File: src/rtl/clk_freq_monitor_if.sv
// Signal bundle between a frequency monitor and its consumer: monitored clock,
// enable/clear controls and the per-window measurement results.
interface clk_freq_monitor_if #(
  parameter int WINDOW = 1024
);
  localparam int CNT_W = $clog2(WINDOW + 1);

  logic             mon_clk_in;
  logic             mon_en;
  logic             fault_clr;
  logic [CNT_W-1:0] edge_cnt;
  logic             meas_valid;
  logic             freq_ok;
  logic             fault;
  logic             rst_req;

  modport master (
    output mon_clk_in, mon_en, fault_clr,
    input  edge_cnt, meas_valid, freq_ok, fault, rst_req
  );

  modport slave (
    input  mon_clk_in, mon_en, fault_clr,
    output edge_cnt, meas_valid, freq_ok, fault, rst_req
  );
endinterface

File: src/rtl/clk_freq_monitor.sv
// Counts rising edges of an asynchronous clock over a fixed clk_100m window and
// raises a sticky fault after FAIL_LIMIT bad windows. Optional: CLK_MON_STUCK_DET_EN.
module clk_freq_monitor #(
  parameter int WINDOW     = 1024,
  parameter int EXP_CNT    = 128,
  parameter int TOL        = 2,
  parameter int FAIL_LIMIT = 3,
  parameter int STUCK_CYC  = 64
) (
  input  logic               clk_100m,
  input  logic               rst_100m,
  clk_freq_monitor_if.slave  bus
);

  localparam int CNT_W  = $clog2(WINDOW + 1);
  localparam int WIN_W  = $clog2(WINDOW);
  localparam int FAIL_W = 4;

  localparam logic [WIN_W-1:0]     WIN_LAST = WIN_W'(WINDOW - 1);
  localparam logic [FAIL_W-1:0]    FAIL_MAX = FAIL_W'(FAIL_LIMIT);
  localparam logic signed [31:0]   LO_LIM   = EXP_CNT - TOL;
  localparam logic signed [31:0]   HI_LIM   = EXP_CNT + TOL;

  if (WINDOW < 16) begin : g_chk_window
    $error("clk_freq_monitor: WINDOW must be at least 16");
  end
  if ((FAIL_LIMIT < 1) || (FAIL_LIMIT > 15)) begin : g_chk_fail
    $error("clk_freq_monitor: FAIL_LIMIT must be in 1..15");
  end
  if (STUCK_CYC < 1) begin : g_chk_stuck
    $error("clk_freq_monitor: STUCK_CYC must be positive");
  end

  typedef enum logic [1:0] {
    ST_IDLE    = 2'd0,
    ST_MEASURE = 2'd1,
    ST_EVAL    = 2'd2
  } state_e;

  function automatic logic [CNT_W-1:0] sat_inc_cnt(input logic [CNT_W-1:0] c);
    return (&c) ? c : c + 1'b1;
  endfunction

  function automatic logic [FAIL_W-1:0] sat_inc_fail(input logic [FAIL_W-1:0] f);
    return (f >= FAIL_MAX) ? FAIL_MAX : f + 1'b1;
  endfunction

  // Signed window check so a small EXP_CNT with a larger TOL cannot wrap.
  function automatic logic in_tol(input logic [CNT_W-1:0] c);
    logic signed [31:0] cs;
    cs = signed'(32'(c));
    return (cs >= LO_LIM) && (cs <= HI_LIM);
  endfunction

  state_e             state_q, state_d;
  logic               mon_p0_q, mon_p1_q, mon_p2_q;
  logic               edge_p2;
  logic [WIN_W-1:0]   wcnt_q, wcnt_d;
  logic [CNT_W-1:0]   ecnt_q, ecnt_d;
  logic [FAIL_W-1:0]  fail_q, fail_d;
  logic [CNT_W-1:0]   edge_cnt_q, edge_cnt_d;
  logic               meas_valid_q, meas_valid_d;
  logic               freq_ok_q, freq_ok_d;
  logic               fault_q, fault_d;
  logic               rst_req_q;
  logic               win_bad;
  logic [FAIL_W-1:0]  fail_inc;

  // Stage p0/p1: two-flop synchronizer; p2: delay flop for edge detection
  always_ff @(posedge clk_100m) begin
    if (rst_100m) begin
      mon_p0_q <= 1'b0;
      mon_p1_q <= 1'b0;
      mon_p2_q <= 1'b0;
    end else begin
      mon_p0_q <= bus.mon_clk_in;
      mon_p1_q <= mon_p0_q;
      mon_p2_q <= mon_p1_q;
    end
  end

  assign edge_p2  = mon_p1_q & ~mon_p2_q;
  assign win_bad  = ~in_tol(ecnt_q);
  assign fail_inc = sat_inc_fail(fail_q);

`ifdef CLK_MON_STUCK_DET_EN
  localparam int STK_W = $clog2(STUCK_CYC + 1);
  localparam logic [STK_W-1:0] STK_MAX = STK_W'(STUCK_CYC);

  logic [STK_W-1:0] stuck_q, stuck_d;
  logic             stuck_hit;

  always_comb begin
    stuck_d = stuck_q;
    if (state_q == ST_IDLE) begin
      stuck_d = '0;
    end else if (edge_p2) begin
      stuck_d = '0;
    end else if (stuck_q != STK_MAX) begin
      stuck_d = stuck_q + 1'b1;
    end
  end

  assign stuck_hit = (state_q != ST_IDLE) && (stuck_q == STK_MAX);

  always_ff @(posedge clk_100m) begin
    if (rst_100m) begin
      stuck_q <= '0;
    end else begin
      stuck_q <= stuck_d;
    end
  end
`else
  logic stuck_hit;
  assign stuck_hit = 1'b0;
`endif

  always_comb begin
    state_d      = state_q;
    wcnt_d       = wcnt_q;
    ecnt_d       = ecnt_q;
    fail_d       = fail_q;
    edge_cnt_d   = edge_cnt_q;
    meas_valid_d = 1'b0;
    freq_ok_d    = freq_ok_q;
    fault_d      = fault_q;

    if (bus.fault_clr) begin
      fault_d = 1'b0;
      fail_d  = '0;
    end

    case (state_q)
      ST_IDLE: begin
        wcnt_d = '0;
        ecnt_d = '0;
        fail_d = '0;
        if (bus.mon_en) begin
          state_d = ST_MEASURE;
        end
      end

      ST_MEASURE: begin
        if (!bus.mon_en) begin
          state_d = ST_IDLE;
          wcnt_d  = '0;
          ecnt_d  = '0;
        end else begin
          if (edge_p2) begin
            ecnt_d = sat_inc_cnt(ecnt_q);
          end
          if (wcnt_q == WIN_LAST) begin
            state_d = ST_EVAL;
            wcnt_d  = '0;
          end else begin
            wcnt_d = wcnt_q + 1'b1;
          end
        end
      end

      ST_EVAL: begin
        wcnt_d = '0;
        ecnt_d = '0;
        if (!bus.mon_en) begin
          state_d = ST_IDLE;
        end else begin
          // Evaluation here overrides fault_clr so a simultaneous set wins.
          state_d      = ST_MEASURE;
          edge_cnt_d   = ecnt_q;
          meas_valid_d = 1'b1;
          freq_ok_d    = ~win_bad;
          if (win_bad) begin
            fail_d = fail_inc;
            if (fail_inc == FAIL_MAX) begin
              fault_d = 1'b1;
            end
          end else begin
            fail_d = '0;
          end
        end
      end

      default: begin
        state_d = ST_IDLE;
        wcnt_d  = '0;
        ecnt_d  = '0;
      end
    endcase

    if (stuck_hit) begin
      fault_d   = 1'b1;
      freq_ok_d = 1'b0;
    end
  end

  // Control and result registers; rst_req trails fault by one cycle
  always_ff @(posedge clk_100m) begin
    if (rst_100m) begin
      state_q      <= ST_IDLE;
      wcnt_q       <= '0;
      ecnt_q       <= '0;
      fail_q       <= '0;
      edge_cnt_q   <= '0;
      meas_valid_q <= 1'b0;
      freq_ok_q    <= 1'b0;
      fault_q      <= 1'b0;
      rst_req_q    <= 1'b0;
    end else begin
      state_q      <= state_d;
      wcnt_q       <= wcnt_d;
      ecnt_q       <= ecnt_d;
      fail_q       <= fail_d;
      edge_cnt_q   <= edge_cnt_d;
      meas_valid_q <= meas_valid_d;
      freq_ok_q    <= freq_ok_d;
      fault_q      <= fault_d;
      rst_req_q    <= fault_q;
    end
  end

  assign bus.edge_cnt   = edge_cnt_q;
  assign bus.meas_valid = meas_valid_q;
  assign bus.freq_ok    = freq_ok_q;
  assign bus.fault      = fault_q;
  assign bus.rst_req    = rst_req_q;

endmodule

File: src/flat_wrapper.sv
// flat-port wrapper written by rule: the top's interface ports become plain ports
module clk_freq_monitor_flat 
#(
  parameter int WINDOW     = 1024,
  parameter int EXP_CNT    = 128,
  parameter int TOL        = 2,
  parameter int FAIL_LIMIT = 3,
  parameter int STUCK_CYC  = 64
)
  (clk_100m, rst_100m, bus_mon_clk_in, bus_mon_en, bus_fault_clr, bus_edge_cnt, bus_meas_valid, bus_freq_ok, bus_fault, bus_rst_req);
  clk_freq_monitor_if #(.WINDOW(WINDOW)) bus_i ();
  input  logic clk_100m;
  input  logic rst_100m;
  input wire logic [$bits(bus_i.mon_clk_in)-1:0] bus_mon_clk_in;
  input wire logic [$bits(bus_i.mon_en)-1:0] bus_mon_en;
  input wire logic [$bits(bus_i.fault_clr)-1:0] bus_fault_clr;
  output wire logic [$bits(bus_i.edge_cnt)-1:0] bus_edge_cnt;
  output wire logic [$bits(bus_i.meas_valid)-1:0] bus_meas_valid;
  output wire logic [$bits(bus_i.freq_ok)-1:0] bus_freq_ok;
  output wire logic [$bits(bus_i.fault)-1:0] bus_fault;
  output wire logic [$bits(bus_i.rst_req)-1:0] bus_rst_req;
  assign bus_i.mon_clk_in = bus_mon_clk_in;
  assign bus_i.mon_en = bus_mon_en;
  assign bus_i.fault_clr = bus_fault_clr;
  assign bus_edge_cnt = bus_i.edge_cnt;
  assign bus_meas_valid = bus_i.meas_valid;
  assign bus_freq_ok = bus_i.freq_ok;
  assign bus_fault = bus_i.fault;
  assign bus_rst_req = bus_i.rst_req;
  clk_freq_monitor #(.WINDOW(WINDOW), .EXP_CNT(EXP_CNT), .TOL(TOL), .FAIL_LIMIT(FAIL_LIMIT), .STUCK_CYC(STUCK_CYC)) u_core (.clk_100m(clk_100m), .rst_100m(rst_100m), .bus(bus_i));
endmodule
File: config.mk
export PLATFORM = sky130hd
export DESIGN_NAME = clk_freq_monitor_flat
export DESIGN_NICKNAME = d
export VERILOG_FILES = /design/src/rtl/clk_freq_monitor_if.sv /design/src/rtl/clk_freq_monitor.sv /design/src/flat_wrapper.sv
export SDC_FILE = /design/constraint.sdc
export NUM_CORES = 1
export LEC_CHECK = 0
export ABC_CLOCK_PERIOD_IN_PS = 2170
export BUFFER_PORTS_ARGS = -buffer_cell sky130_fd_sc_hd__buf_2
export CAP_MARGIN = 20
export CORE_MARGIN = 2
export CORE_UTILIZATION = 35
export DETAILED_ROUTE_END_ITERATION = 8
export PLACE_DENSITY_LB_ADDON = 0.2
export REMOVE_ABC_BUFFERS = 1
export SLEW_MARGIN = 30
export SYNTH_ARGS = -nofsm -noshare
export SYNTH_HDL_FRONTEND = slang
export SYNTH_SLANG_ARGS = --single-unit
File: constraint.sdc
create_clock -name clk_100m -period 2.17 [get_ports clk_100m]
set_clock_uncertainty 0.1 [all_clocks]
set_input_delay 0.3255 -clock clk_100m [delete_from_list [all_inputs] [get_ports clk_100m]]
set_output_delay 0.3255 -clock clk_100m [all_outputs]
set_load 0.01 [all_outputs]
==> results of run 1 <==
cell usage after synthesis (2+ instances only):
master / instances / area share [%]
a211oi_1: 3 / 1.2
a21oi_1: 19 / 4.9
a31o_2: 2 / 0.90
and3_1: 3 / 0.97
and4_1: 2 / 0.90
clkbuf_1: 3 / 0.58
clkbuf_8: 2 / 1.4
dfxtp_1: 45 / 46
ha_1: 4 / 2.6
inv_1: 9 / 1.7
nand2_1: 35 / 6.8
nand3_1: 6 / 1.5
nand4_1: 6 / 1.9
nor2_1: 17 / 3.3
nor2b_1: 5 / 1.6
nor3_1: 4 / 1.0
nor3b_1: 3 / 1.2
o21ai_0: 6 / 1.5
o22ai_1: 2 / 0.64
o31ai_1: 2 / 0.77
or3_1: 5 / 1.6
xnor2_1: 3 / 1.4
xor2_1: 5 / 2.3
flip-flops by register name, summed over array words and instances, names as in the netlist:
signal	flops
u_core.wcnt_q	10
u_core.state_q	2
u_core.fail_q	4
u_core.ecnt_q	11
u_core.bus.edge_cnt	11
u_core.bus.freq_ok	1
u_core.mon_p0_q	1
u_core.bus.rst_req	1
u_core.mon_p2_q	1
u_core.bus.meas_valid	1
u_core.bus.fault	1
u_core.mon_p1_q	1
layout by cell type, fill, tap and decap left out, types with 3 or more instances in the layout:
cell,n
nor2b_1,5
xor2_1,5
ha_1,4
nor3b_1,3
nand2_1,35
nand3_1,6
a21oi_1,19
buf_2,19
nor3_1,4
dfxtp_1,45
inv_1,9
a211oi_1,3
nor2_1,17
and3_1,3
buf_4,6
nand4_1,6
clkbuf_8,6
or3_1,5
o21ai_0,6
xnor2_1,3
how the worst max path moves through the flow:
stage / startpoint / end / slack [ps] / depth (start not counted)
finish: u_core.ecnt_q[2]$_SDFFE_PP0P_ / u_core.fail_q[1]$_SDFF_PP0_ / 270 / 4
global route: u_core.ecnt_q[2]$_SDFFE_PP0P_ / u_core.fail_q[0]$_SDFF_PP0_ / 130 / 4
CTS: u_core.ecnt_q[2]$_SDFFE_PP0P_ / u_core.fail_q[0]$_SDFF_PP0_ / 280 / 4
detailed placement: u_core.ecnt_q[2]$_SDFFE_PP0P_ / u_core.fail_q[0]$_SDFF_PP0_ / 300 / 4
global placement: u_core.ecnt_q[2]$_SDFFE_PP0P_ / u_core.fail_q[1]$_SDFF_PP0_ / 280 / 4
floorplan: u_core.ecnt_q[1]$_SDFFE_PP0P_ / u_core.ecnt_q[1]$_SDFFE_PP0P_ / 520 / 5
kinds of logic after synthesis:
| family | count (synthesis) | share of synthesized area [%] |
|---|---|---|
| XOR/XNOR | 8 | 3.61 |
| buffers and inverters | 18 | 6.12 |
| multiplexers | 1 | 0.516 |
| adder cells (fa/ha/maj) | 4 | 2.58 |
| AO/OA/AOI/OAI | 41 | 13.8 |
| AND/OR/NAND/NOR | 98 | 27.0 |
| flip-flops | 45 | 46.4 |
metal layers:
layer	track usage, %	share of wire, %	vias up	routed length (microns)
met5	0	0	-	0
met4	5.79	1.8	0	65
met3	3.45	3.0	7	108
met2	20.2	44	21	1600
met1	16.5	51	691	1860
li1	-	-	796	-
power by group:
| group | total [uW] | internal (uW) | switching, uW |
|---|---|---|---|
| Combinational | 33.6 | 14.0 | 19.6 |
| Clock | 521 | 253 | 268 |
| Sequential | 834 | 830 | 4.32 |
| Total | 1390 | 1100 | 292 |
metrics by stage:
| step | hold WS (ps) | power [uW] |
|---|---|---|
| 2_1_floorplan | 295 | 867 |
| 3_3_place_gp | 320 | 888 |
| 3_5_place_dp | 326 | 888 |
| 4_1_cts | 147 | 1420 |
| 5_1_grt | 169 | 1450 |
| 6_report | 148 | 1390 |
area by class of cell:
class | instances | area, sq um
flip-flops and latches | 45 | 901
clock buffers | 7 | 86.3
well taps | 72 | 90.1
multi-input cells | 152 | 921
inverters | 9 | 33.8
fillers | 577 | 3270
repair buffers | 25 | 140
==> results.txt, run 1 <==
Summed over all nets, the half-perimeter wirelength after detailed placement is 2640 microns. The path with the worst hold slack has its endpoint at u_core.mon_p0_q$_SDFF_PP0_. The share of synthesized flip-flops with an asynchronous set or reset came out at 0%. STA classifies the critical path startpoint as a flip-flop.

The post-layout net count came out at 247. The number of antenna violations at the first check in global routing is 0. The cell type group with the largest total delay on the critical path is compound AO/OA/AOI/OAI gates.

The die is 78.5 microns wide. Excluding fillers, the count of instances in the completed layout stands at 310. Once placement finished, the instance area stood at 2090 sq um. The die covers 6160 sq um.

The final max-slew violation count is 0. The count of pins on the block boundary is 20. The total leakage power came out at 0.000805 uW. The signal on the critical path passes through and4_1 > nand4b_4 > a2111oi_4 > o22ai_1. The final design instance area without fill is 2170 sq um. At the pin with the least slew margin, the transition time is 416 ps.

The area added between synthesis and finish is 11.9%. The startpoint identified for the worst hold timing path is bus_mon_clk_in. The die height is 78.5 microns. The class of the worst hold path is primary input to flip-flop. In this run, placement finished with an instance count of 303. The maximum frequency from static timing analysis came out at 527 MHz.

The clock tree from TritonCTS is done. The internal reg-to-reg setup slack is 270 ps. The number of global-route vias before repair was 1394. Yosys mapped a number of flops with a built-in enable equal to 0. Setup repair after global routing left no endpoint under its margin.

The Yosys step of the flow raised 0 warnings. The maximum number of buffers from clock root to sink is 2. Global routing used 12.9% of the available tracks across all layers. The worst-path cell with the longest stage delay is a2111oi_4. The delay of the slowest cell on the worst path is 500 ps.

The highest net fanout along the worst path came out at 9. In this run the mean area of a mapped cell was 9.03 sq um. The clock sink count is 45. IR analysis of the VDD net gives a maximum drop of 321 uV. The endpoint identified for the worst register-to-register timing path is u_core.fail_q[1]$_SDFF_PP0_. The synthesis-stage register bit count is 45.

The cell area after technology mapping came out at 1940 sq um. In this run the post-CTS setup repair buffer count came out at 0. The run finished with clean final reports. The number of remaining DRC errors came out at 0. The signal arrival time at the worst endpoint came out at 1960 ps. The setup TNS after final layout is 0 ps. The worst setup path is of the flip-flop to flip-flop kind.

The final critical path takes up 87.5% of the cycle. The number of distinct standard cells referenced by the synthesized netlist is 47. The remaining global-route overflow is 0.

The via count normalized by instance count is 4.89. The number of hold violations in the final report is 0. The number of instances in the synthesized netlist is 215. The share of the Yosys chip area taken by registers is 46.4%. The via count is 1515. The violation count after the first detailed-route iteration came out at 82. The power density over the cells is 639 nW/um^2. At the worst endpoint, the required time is 2230 ps. In this run the critical register-to-register path is launched from u_core.ecnt_q[2]$_SDFFE_PP0P_. The clock period minus worst slack came out at 1900 ps. The fraction of final layout cells sized beyond drive strength 1 came out at 16.0%.

The H-tree level count came out at 2. The clock reaches the later pin of the worst-skew pair after 300 ps. In this run the core area contains 27 standard-cell rows.

At the end of routability-driven placement, the weighted congestion stood at 0.753. Once detail routing completed, the nets flagged for antenna violations numbered 0. The antenna diode instance count is 0. The count of input and output buffers came out at 19. The number of endpoints failing setup at the final stage is 0. The largest net degree at the start of global routing is 15. Setup slack closes at 272 ps. Along the worst hold path, the cell count comes to 2. The effective utilization at floorplan came out at 35.7%. The cell sitting at the root of the clock tree is a clkbuf_8. The clock buffer count from CTS came out at 5. After clock tree synthesis, the clock-pin slew on the worst setup and hold paths is 80 ps. The global-route wire length before repair came out at 6270 microns. The count of cells along the worst register-to-register path is 4. Dividing the detail-routed wire length by the instance count gives 11.7 microns.

The number of gates resized after cts came out at 0. The minimum setup slack after placement is 303 ps. The number of buffers added to fix hold violations after cts is 0. The most used flip-flop cell after synthesis is dfxtp_1. The number of buffer and inverter instances along the worst setup path came out at 0. Summed over all layers, the routed wires come to 3630 microns.

The first TritonRoute pass finished after 4 iterations. The remaining max-slew budget at the tightest pin came out at 71.8%. The worst setup path is captured at a flip-flop.

The placeable core area is 5440 sq um. The number of max-cap violations came out at 0. The final core area utilization came out at 39.9%.
Power figures use the tool's default switching activity.
==> inputs of run 2 (changes only) <==
ABC_AREA = 1   (was unset)
==> results.txt, run 2 <==
Clock-pin slew was measured on the worst setup and hold paths at 80 ps. The layout has 553 filler cells. The die is 78.1 microns tall. The worst setup path is captured at a flip-flop. Power spread over the standard cell area amounts to 689 nW/um^2. Yosys mapped a number of flops with a built-in enable equal to 0. The via count came out at 1613. Counting both buffers and inverters, the worst setup path holds a total of 1. The post-synthesis share of cell area spent on full adders, half adders and majority gates came out at 2.61%. The class of the worst hold path is primary input to flip-flop. The yosys synthesis warning count is 0. TritonCTS created 5 clock buffers. The number of distinct standard cells referenced by the synthesized netlist came out at 27. For this run, the leading register cell type out of synthesis is dfxtp_1. The via count normalized by instance count came out at 4.61.

The remaining max-slew budget at the tightest pin came out at 72.9%. met2 is the most crowded layer. Ranked by instance count, the synthesized netlist is headed by nand2_1 (46), dfxtp_1 (45), nor2_1 (38). The number of instances in the synthesized netlist is 254. The worst setup path is of the flip-flop to flip-flop kind. The number of remaining DRC errors came out at 0. Leaving out fill and tap cells, the most frequent cells in the layout are nand2_1 (46), dfxtp_1 (45), nor2_1 (38), inv_1 (27), a21oi_1 (24). The pin slew with the least headroom to its limit came out at 405 ps. The synthesized-area fraction occupied by xor and xnor cells came out at 3.19%. The antenna diode instance count is 0. The share of synthesized flip-flops with an asynchronous set or reset is 0%. The number of hold violations in the final report is 0. The first global-routing pass estimated 6530 microns of wire.

For this run, the slowest stage of the critical path takes 420 ps. The effective utilization at floorplan came out at 36.9%. The synthesized design spends more area on one cell type than any other, namely dfxtp_1. The most frequent standard cell in the layout excluding fill and tap cells is nand2_1. The longest clock path from root to sink contains 2 buffers. VDD sags by at most 271 uV. The total leakage power came out at 0.000871 uW. The routing usage on met3 came out at 4.02%.

The mux contribution to synthesized area came out at 0%. The setup TNS after final layout came out at 0 ps. Setup repair after global routing left no endpoint under its margin. The first detailed-routing pass ran for 4 iterations. Synthesis inferred 45 register bits.

Global routing used 20.9% of the available met2 tracks. The number of global-route vias before repair is 1455. The startpoint kind of the worst setup timing path is a flip-flop. The remaining global-route overflow came out at 0.

The share of the synthesized area in compound gates (AO/OA/AOI/OAI) came out at 14.1%. Among all stages on the critical path, the largest delay is contributed by dfxtp_1. The global-route track usage on met1 came out at 17.7%. The critical path goes through ha_1 > nand3_2 > nor2_2 > inv_2 > nor3_2 > nand2_1 > o21ai_4 > o21ai_2.

By instance count, the leading cell after synthesis is nand2_1. The total number of placement rows is 26. The detailed router finished its first iteration with 74 violations. The clock sink count is 45. The half-perimeter wire length after placement is 2730 microns. The basic-gate share of the synthesized area counting and, or, nand and nor cells is 26.6%. The detailed-route wire length came out at 3950 microns. From left edge to right edge, the die measures 78.1 microns. The global router's overall resource usage is 13.5%.

The count of input and output buffers came out at 19. By area, the combinational part of the netlist is dominated by simple AND/OR/NAND/NOR gates. Compared with the post-synthesis result, the final layout area differs by 15.6%. The number of buffers added to fix hold violations after cts is 0. The synthesized area per cell is 7.56 sq um. The largest net degree at the start of global routing came out at 19. The later pin in the worst-skew pair is clocked with a latency of 290 ps. The H-tree level count came out at 2. 20 I/O pins were placed. The part of the cycle the worst path needs is 81.0%. The signal arrival time at the worst endpoint came out at 1840 ps. The floorplan die area is 6100 sq um. The root buffer selected by CTS is clkbuf_8. The fraction of synthesized cell area taken by the top area cell type is 46.9%.

The number of gates resized after cts is 0. The highest net fanout along the worst path came out at 10. The final max-slew violation count is 0.

The number of max-cap violations is 0. STA puts the critical path data required time at 2250 ps. The maximum frequency from static timing analysis is 569 MHz. The cell type group with the largest total delay on the critical path is simple AND/OR/NAND/NOR gates. The final weighted congestion in routability-driven placement came out at 0.773. In this run the standard cell core region covers 5200 sq um. Ranked by total cell area, the synthesized netlist is headed by dfxtp_1 (47%), nand2_1 (9.0%), nor2_1 (7.4%). The routed design could run at a clock period as short as 1760 ps. In this run the remaining antenna-violating nets after routing total 0. TritonCTS built the clock tree. The number of antenna violations at the first check in global routing was 0. The fraction of final layout cells sized beyond drive strength 1 came out at 15.0%. In this run the cell area of the synthesized design comes to 1920 sq um. The final routed wire length divided by cell count is 11.3 microns. The post-layout net count is 288.

Setup violations remaining at the end of the flow were counted as 0. The final core area utilization is 42.7%. The flow ran to the end, and the final reports show no timing, DRC or antenna violations.

The portion of the post-synthesis area used by sequential elements came out at 46.9%. The post-CTS setup-driven buffer insertion count is 0.
==> run 2: area by class of cell <==
| cell class | count | area, sq um | area share [%] |
|---|---|---|---|
| flip-flops and latches | 45 | 901 | 40.6 |
| inverters | 30 | 113 | 5.07 |
| clock buffers | 7 | 86.3 | 3.89 |
| clock inverters | 1 | 30.0 | 1.35 |
| repair buffers | 21 | 110 | 4.96 |
| well taps | 70 | 87.6 | 3.94 |
| multi-input cells | 176 | 893 | 40.2 |
==> run 2: worst paths after layout <==
kind,startpoint,cells past startpoint,slack [ps],to
max reg2reg,u_core.wcnt_q[0]$_SDFF_PP0_,8,410,u_core.state_q[0]$_SDFFE_PP0P_
max,u_core.wcnt_q[0]$_SDFF_PP0_,8,410,u_core.state_q[0]$_SDFFE_PP0P_
min,bus_mon_clk_in,3,130,u_core.mon_p0_q$_SDFF_PP0_
min reg2reg,u_core.mon_p0_q$_SDFF_PP0_,2,310,u_core.mon_p1_q$_SDFF_PP0_
==> run 2: report_power, final <==
| group | switching [uW] | leakage, uW | internal, uW | total, uW |
|---|---|---|---|---|
| logic | 29.5 | 0.000449 | 11.4 | 40.9 |
| clock network | 281 | 0.0000585 | 376 | 656 |
| registers | 4.44 | 0.000363 | 830 | 834 |
| total | 315 | 0.000871 | 1220 | 1530 |
==> run 2: worst register-to-register path, cell delays in order, from the launching register on <==
cell     delay [ps]
dfxtp_1         420
ha_1            230
nand3_2          90
nor2_2          120
inv_2            50
nor3_2          130
nand2_1         140
o21ai_4         300
o21ai_2          80
==> run 2: routing by layer <==
metal,part of all wire (%),routed length (microns),up-vias
met4,1.0,41,0
met5,0,0,-
li1,-,-,869
met2,42,1670,35
met1,51,2000,705
met3,6.0,235,4
==> run 2: kinds of logic (layout without fill, tap and decap cells) <==
logic type	after synthesis	count (layout)
adders and majority gates	4	4
buffers and inverters	33	59
AOI/OAI and AO/OA	50	50
DFF	45	45
and+or+nand+nor	115	115
xor gates and xnor gates	7	7
==> run 2: stage by stage <==
step                      setup slack (ps)  hold WS (ps)  area, sq um  power, uW  cells
after floorplan                        581           288         1910        876    251
after global placement                 454           290         2100        895    342
after detailed placement               402           302         2100        895    342
after CTS                              391           130         2220       1550    350
after global routing                   272           138         2220       1590    350
final                                  413           135         2220       1530    350
